--- src/rtl/matmul_nxn_seq.sv ---
`timescale 1ns/1ps
// -----------------------------------------------------------------------------
// matmul_nxn_seq
// Sequential N x N matrix multiplier, C = A * B, one multiply-accumulate per
// clock. Operands are loaded element by element into the internal arrays A and
// B. A start pulse runs N^3 MAC cycles that fill C. C is read back through a
// registered random-access port.
//
// Ports
//   clk       rising-edge clock
//   reset     synchronous, active-high; aborts a run, leaves A/B/C contents
//   we1/we2   write enables for A / B (IDLE only; both may be high together)
//   addr_pi   row-major element address for writes (row*N + col)
//   data_pi   write data
//   start     begins a multiplication when idle; ignored while busy
//   rd_addr   row-major result address
//   data_out  C[rd_addr], registered, one-cycle latency
//   busy      high from the cycle after start through the FINISH cycle
//   done      one-cycle pulse in the FINISH cycle
// -----------------------------------------------------------------------------
module matmul_nxn_seq #(
  parameter int N      = 4,
  parameter int DATA_W = 16,
  parameter int ACC_W  = 2*DATA_W + $clog2(N),
  parameter bit SIGNED = 1'b0
) (
  input  logic                    clk,
  input  logic                    reset,
  input  logic                    we1,
  input  logic                    we2,
  input  logic [2*$clog2(N)-1:0]  addr_pi,
  input  logic [DATA_W-1:0]       data_pi,
  input  logic                    start,
  input  logic [2*$clog2(N)-1:0]  rd_addr,
  output logic [ACC_W-1:0]        data_out,
  output logic                    busy,
  output logic                    done
);

  localparam int IW = $clog2(N);
  localparam int NE = N*N;

  typedef enum logic [1:0] {
    S_IDLE    = 2'd0,
    S_COMPUTE = 2'd1,
    S_FINISH  = 2'd2
  } state_t;

  // Widens an operand to the accumulator width, honouring signedness.
  function automatic logic signed [ACC_W-1:0] ext_op(input logic [DATA_W-1:0] x);
    if (SIGNED)
      return ACC_W'($signed(x));
    else
      return $signed(ACC_W'(x));
  endfunction

  logic [DATA_W-1:0] a_q [NE];
  logic [DATA_W-1:0] b_q [NE];
  logic [ACC_W-1:0]  c_q [NE];

  state_t                   state_q, state_d;
  logic [IW-1:0]            i_q, i_d, j_q, j_d, k_q, k_d;
  logic signed [ACC_W-1:0]  acc_q, acc_d;
  logic signed [ACC_W-1:0]  op_a, op_b, prod, sum;
  logic                     c_we;
  logic                     busy_q, done_q;
  logic [ACC_W-1:0]         dout_q;

  // Row-major addressing with N a power of two: {row, col} is row*N + col.
  assign op_a = ext_op(a_q[{i_q, k_q}]);
  assign op_b = ext_op(b_q[{k_q, j_q}]);
  assign prod = op_a * op_b;
  assign sum  = acc_q + prod;

  always_comb begin
    state_d = state_q;
    i_d     = i_q;
    j_d     = j_q;
    k_d     = k_q;
    acc_d   = acc_q;
    c_we    = 1'b0;
    case (state_q)
      S_IDLE: begin
        if (start) begin
          state_d = S_COMPUTE;
          i_d     = '0;
          j_d     = '0;
          k_d     = '0;
          acc_d   = '0;
        end
      end
      S_COMPUTE: begin
        if (k_q == IW'(N-1)) begin
          // Last term of the dot product: commit it and restart the sum.
          c_we  = 1'b1;
          acc_d = '0;
          k_d   = '0;
          if (j_q == IW'(N-1)) begin
            j_d = '0;
            if (i_q == IW'(N-1)) begin
              i_d     = '0;
              state_d = S_FINISH;
            end else begin
              i_d = i_q + IW'(1);
            end
          end else begin
            j_d = j_q + IW'(1);
          end
        end else begin
          acc_d = sum;
          k_d   = k_q + IW'(1);
        end
      end
      S_FINISH: state_d = S_IDLE;
      default:  state_d = S_IDLE;
    endcase
  end

  always_ff @(posedge clk) begin
    if (reset) begin
      state_q <= S_IDLE;
      i_q     <= '0;
      j_q     <= '0;
      k_q     <= '0;
      acc_q   <= '0;
      busy_q  <= 1'b0;
      done_q  <= 1'b0;
      dout_q  <= '0;
    end else begin
      state_q <= state_d;
      i_q     <= i_d;
      j_q     <= j_d;
      k_q     <= k_d;
      acc_q   <= acc_d;
      busy_q  <= (state_d != S_IDLE);
      done_q  <= (state_d == S_FINISH);
      // Reads the pre-edge contents, so a C element written this edge shows
      // up one edge later.
      dout_q  <= c_q[rd_addr];
    end
  end

  // Storage arrays carry no reset; writes are suppressed on a reset edge so
  // an aborted run cannot commit a partial sum.
  always_ff @(posedge clk) begin
    if (!reset && state_q == S_IDLE) begin
      if (we1) a_q[addr_pi] <= data_pi;
      if (we2) b_q[addr_pi] <= data_pi;
    end
    if (!reset && c_we) c_q[{i_q, j_q}] <= sum;
  end

  assign data_out = dout_q;
  assign busy     = busy_q;
  assign done     = done_q;

endmodule

--- config.mk ---
export PLATFORM = sky130hd
export DESIGN_NAME = matmul_nxn_seq
export DESIGN_NICKNAME = d
export VERILOG_FILES = /design/src/rtl/matmul_nxn_seq.sv
export SDC_FILE = /design/constraint.sdc
export NUM_CORES = 2
export LEC_CHECK = 0
export CORE_UTILIZATION = 50
export CTS_CLUSTER_SIZE = 14
export DETAILED_ROUTE_END_ITERATION = 8
export PLACE_DENSITY = 0.64
export SYNTH_ARGS = -nofsm -noshare
export SYNTH_HDL_FRONTEND = slang
export SYNTH_SLANG_ARGS = --single-unit
--- constraint.sdc ---
create_clock -name clk -period 10.7 [get_ports clk]
set_input_delay 1.07 -clock clk [delete_from_list [all_inputs] [get_ports clk]]
set_output_delay 1.07 -clock clk [all_outputs]
set_load 0.02 [all_outputs]
==> results.toml <==
[clock_network]
cts_tree = "built"
htreeDepth = 3
cts_sinks = 1134
cts_hold_buf = 0
postCtsSetupBuffers = 0
post_cts_resized = 0
clkTransAtPathRegs_ns = 0.06
root_buffer = "clkbuf_16"
cts_max_path_buffers = 3
numCtsBuffers = 110
clock_latency_ns = 0.73

[setup_path]
worstSetupStartpointType = "flop"
timing.rr.start = "k_q[0]"
crit_fanout = 20
required_ns = 11.05
arrival_ns = 10.26
ff2ff_path_depth = 31
cpPeakStageDelay_ns = 0.94
end_kind = "flop"
r2r_slack_ns = 0.79
rr_endpoint = "c_q[0][19]"
worst_path_most_repeated_cell = "fa_1"
cpMaxStageDelayCell = "xor2_1"
crit_type = "flop to flop"

[sta]
max_freq_ghz = 0.101
hold_slack_ns = 0.479
relSlewSlack_pct = 4.37
setup-tns-final_ns = 0
finalSetupViolCount = 0
tightest_slew_ns = 1.42
slew_viol_final = 0
grt_setup_unrepaired = "false"
min_period_ns = 9.91
skew_ns = 0.0392
finalHoldViolations = 0
fin_crit_sh_pct = 92.6

[yosys]
syn-cell-area_sq_um = 52900
syn_avg_cell_area_sq_um = 17.0
synth_edf_count = 1056
synth_mux_area_share_pct = 13.9
synthCells = 3109
synth_warnings = 0
synth-simple-area-share_pct = 5.24
synth_top_area_share_pct = 60.0
synth_adder_area_share_pct = 10.8
synth-xor-area-share_pct = 0.845
synth_nets = 3478
yosysUniqueCellTypes = 67
ys_ff_latch = 1134
synth-main-ff-cell = "edfxtp_1"
synth_compound_area_share_pct = 3.01
synth_area_leaders = "edfxtp_1 60%, mux4_2 14%, fa_1 7.4%"
yosysTopAreaCell = "edfxtp_1"
yosysSeqAreaShare_pct = 62.9
async_reset_ff_share_pct = 0
synth_top_family_by_area = "multiplexers"

[floorplan]
core_area_sq_um = 104000
rows = 118
dieArea_sq_um = 107000
initial_utilization_pct = 50.7
die_w_microns = 327
pin_count = 65
fp.dieH_microns = 327

[place]
dp_hpwl_microns = 76700
port_buffers = 64
gp_congestion = 0.908

[layout]
num_antenna_cells = 0
num-fill-cells = 7989
area_growth_pct = 11.7
fin_nets = 3630
utilization_pct = 56.7
layout-drive-gt1-share_pct = 19.8

[run]
drv_cap = 0

[global_routing]
grt-ovfl-total = 0
grt_max_degree = 84
track_usage_pct = 23.6
grt_pass1_vias = 29600
grt_antenna_before_repair = 0
grt_pass1_wl_microns = 187000

[routing]
vias_per_cell = 5.83
routed_wl_microns = 123000
wl_met3_microns = 5290
top_layer_used = "met4"
wl_met1_microns = 50200
wl_met2_microns = 64400
wire_per_inst_microns = 25.9
dr.pass1.iters = 5
detail-route-antenna-nets = 0
drtIter0Drc = 2389
dr_total_vias = 27600
drc_errors = 0

[min_path]
min_to = "acc_q[30]"
hold_start = "acc_q[30]"
hp-class = "flop to flop"
worstHoldPathCells = 2

[outcome]
status = "completed"
[final cells by class]
cell class,count,area [sq um],share of cell area [%]
clock inverters,73,687,1.16
inverters,281,1050,1.79
well taps,1380,1730,2.92
flip-flops and latches,1134,33300,56.4
repair buffers,169,1490,2.52
clock buffers,134,2870,4.86
multi-input cells,1565,17900,30.4
[cell usage in the layout (no fill, tap or decap), types with 7 or more instances in the layout]
cell             instances
a21oi_1                 74
nor3_1                  12
nor2b_1                 64
and3_1                   8
clkbuf_16              110
mux4_2                 320
clkbuf_1                21
a211o_1                  7
nand3_1                 26
buf_4                  100
nor2_1                 172
a22oi_1                 15
o21bai_1                11
nand2_2                 10
edfxtp_1              1056
and3_2                  16
nand4_1                 10
fa_1                   195
o21ai_1                 13
inv_1                  277
a21o_1                  32
and2_1                  32
clkdlybuf4s50_1         58
bufinv_16                8
o21ai_0                 24
clkinv_2                22
a22o_1                  14
a31oi_1                  8
a211oi_1                 8
ha_1                   145
nand2_1                206
mux2i_1                  8
nand2b_1                13
o21a_1                   8
xor2_1                  14
dfxtp_1                 74
xnor2_1                 33
clkinv_1                24
[sequential cells by signal, indices dropped and copies added, names as in the netlist]
name and flops:
a_q 256, k_q 2, b_q 256, data_out 34
j_q 2, busy 1, done 1, i_q 2
state_q 2, acc_q 34, c_q 544
[synthesized netlist by cell type (6+ instances only)]
master and n:
nand2b_1 13, clkbuf_1 44, a31oi_1 8, nand2_2 10, edfxtp_1 1056, o21ai_2 6, mux2i_1 8, buf_4 15
and3_1 24, mux2_2 6, a211oi_1 8, a21o_1 32, o21ai_1 13, nand4_1 10, dfxtp_1 78, buf_2 50
xnor2_1 36, o21ai_0 24, and2_1 32, mux4_2 320, a22oi_1 15, or2_2 6, a21oi_1 74, nor2_1 177
o21bai_1 11, nor3_1 12, buf_1 13, nand3_1 26, a211o_1 7, xor2_1 15, ha_1 145, nor2b_1 64
inv_1 277, fa_1 195, nand2_1 206, o21a_1 8, a22o_1 14
[stage by stage]
stage | instance area [sq um] | setup WS [ns] | instances
6_report | 59100 | 0.794 | 4736
3_5_place_dp | 55500 | 0.577 | 4528
2_1_floorplan | 52900 | 1.90 | 3109
4_1_cts | 59000 | 0.560 | 4735
5_1_grt | 59100 | 0.160 | 4736
3_3_place_gp | 55500 | 0.719 | 4528
[logic make-up (layout without fill, tap and decap cells)]
family,after synthesis,count (layout)
DFF,1134,1134
and+or+nand+nor,599,599
buffers and inverters,410,657
adders and majority gates,340,340
muxes,334,334
AOI/OAI and AO/OA,241,241
xor gates and xnor gates,51,51
[layer usage]
layer / vias to the layer above / global-route usage (%)
met5: - / 0
met2: 794 / 41.8
li1: 12000 / -
met3: 167 / 2.57
met4: 0 / 6.15
met1: 14700 / 31.0
[critical path, delay by kind of cell (launching register included)]
family,cells,cell delay [ns]
adder cells (fa/ha/maj),8,3.61
AO/OA/AOI/OAI,6,1.07
AND/OR/NAND/NOR,6,1.09
multiplexers,2,1.17
XOR/XNOR,2,1.08
buffers and inverters,7,0.87
flip-flops,1,0.61
[worst max path at each step]
stage,from,to,slack (ns)
floorplan,j_q[0],c_q[0][32],1.90
global placement,j_q[0],c_q[10][29],0.72
detailed placement,j_q[0],c_q[5][29],0.58
CTS,j_q[0],c_q[5][29],0.56
global route,k_q[0],c_q[0][19],0.16
finish,k_q[0],c_q[0][19],0.79
Power is not shown: default switching activity piles up to over one toggle a cycle in this logic, so the estimate is an artifact.
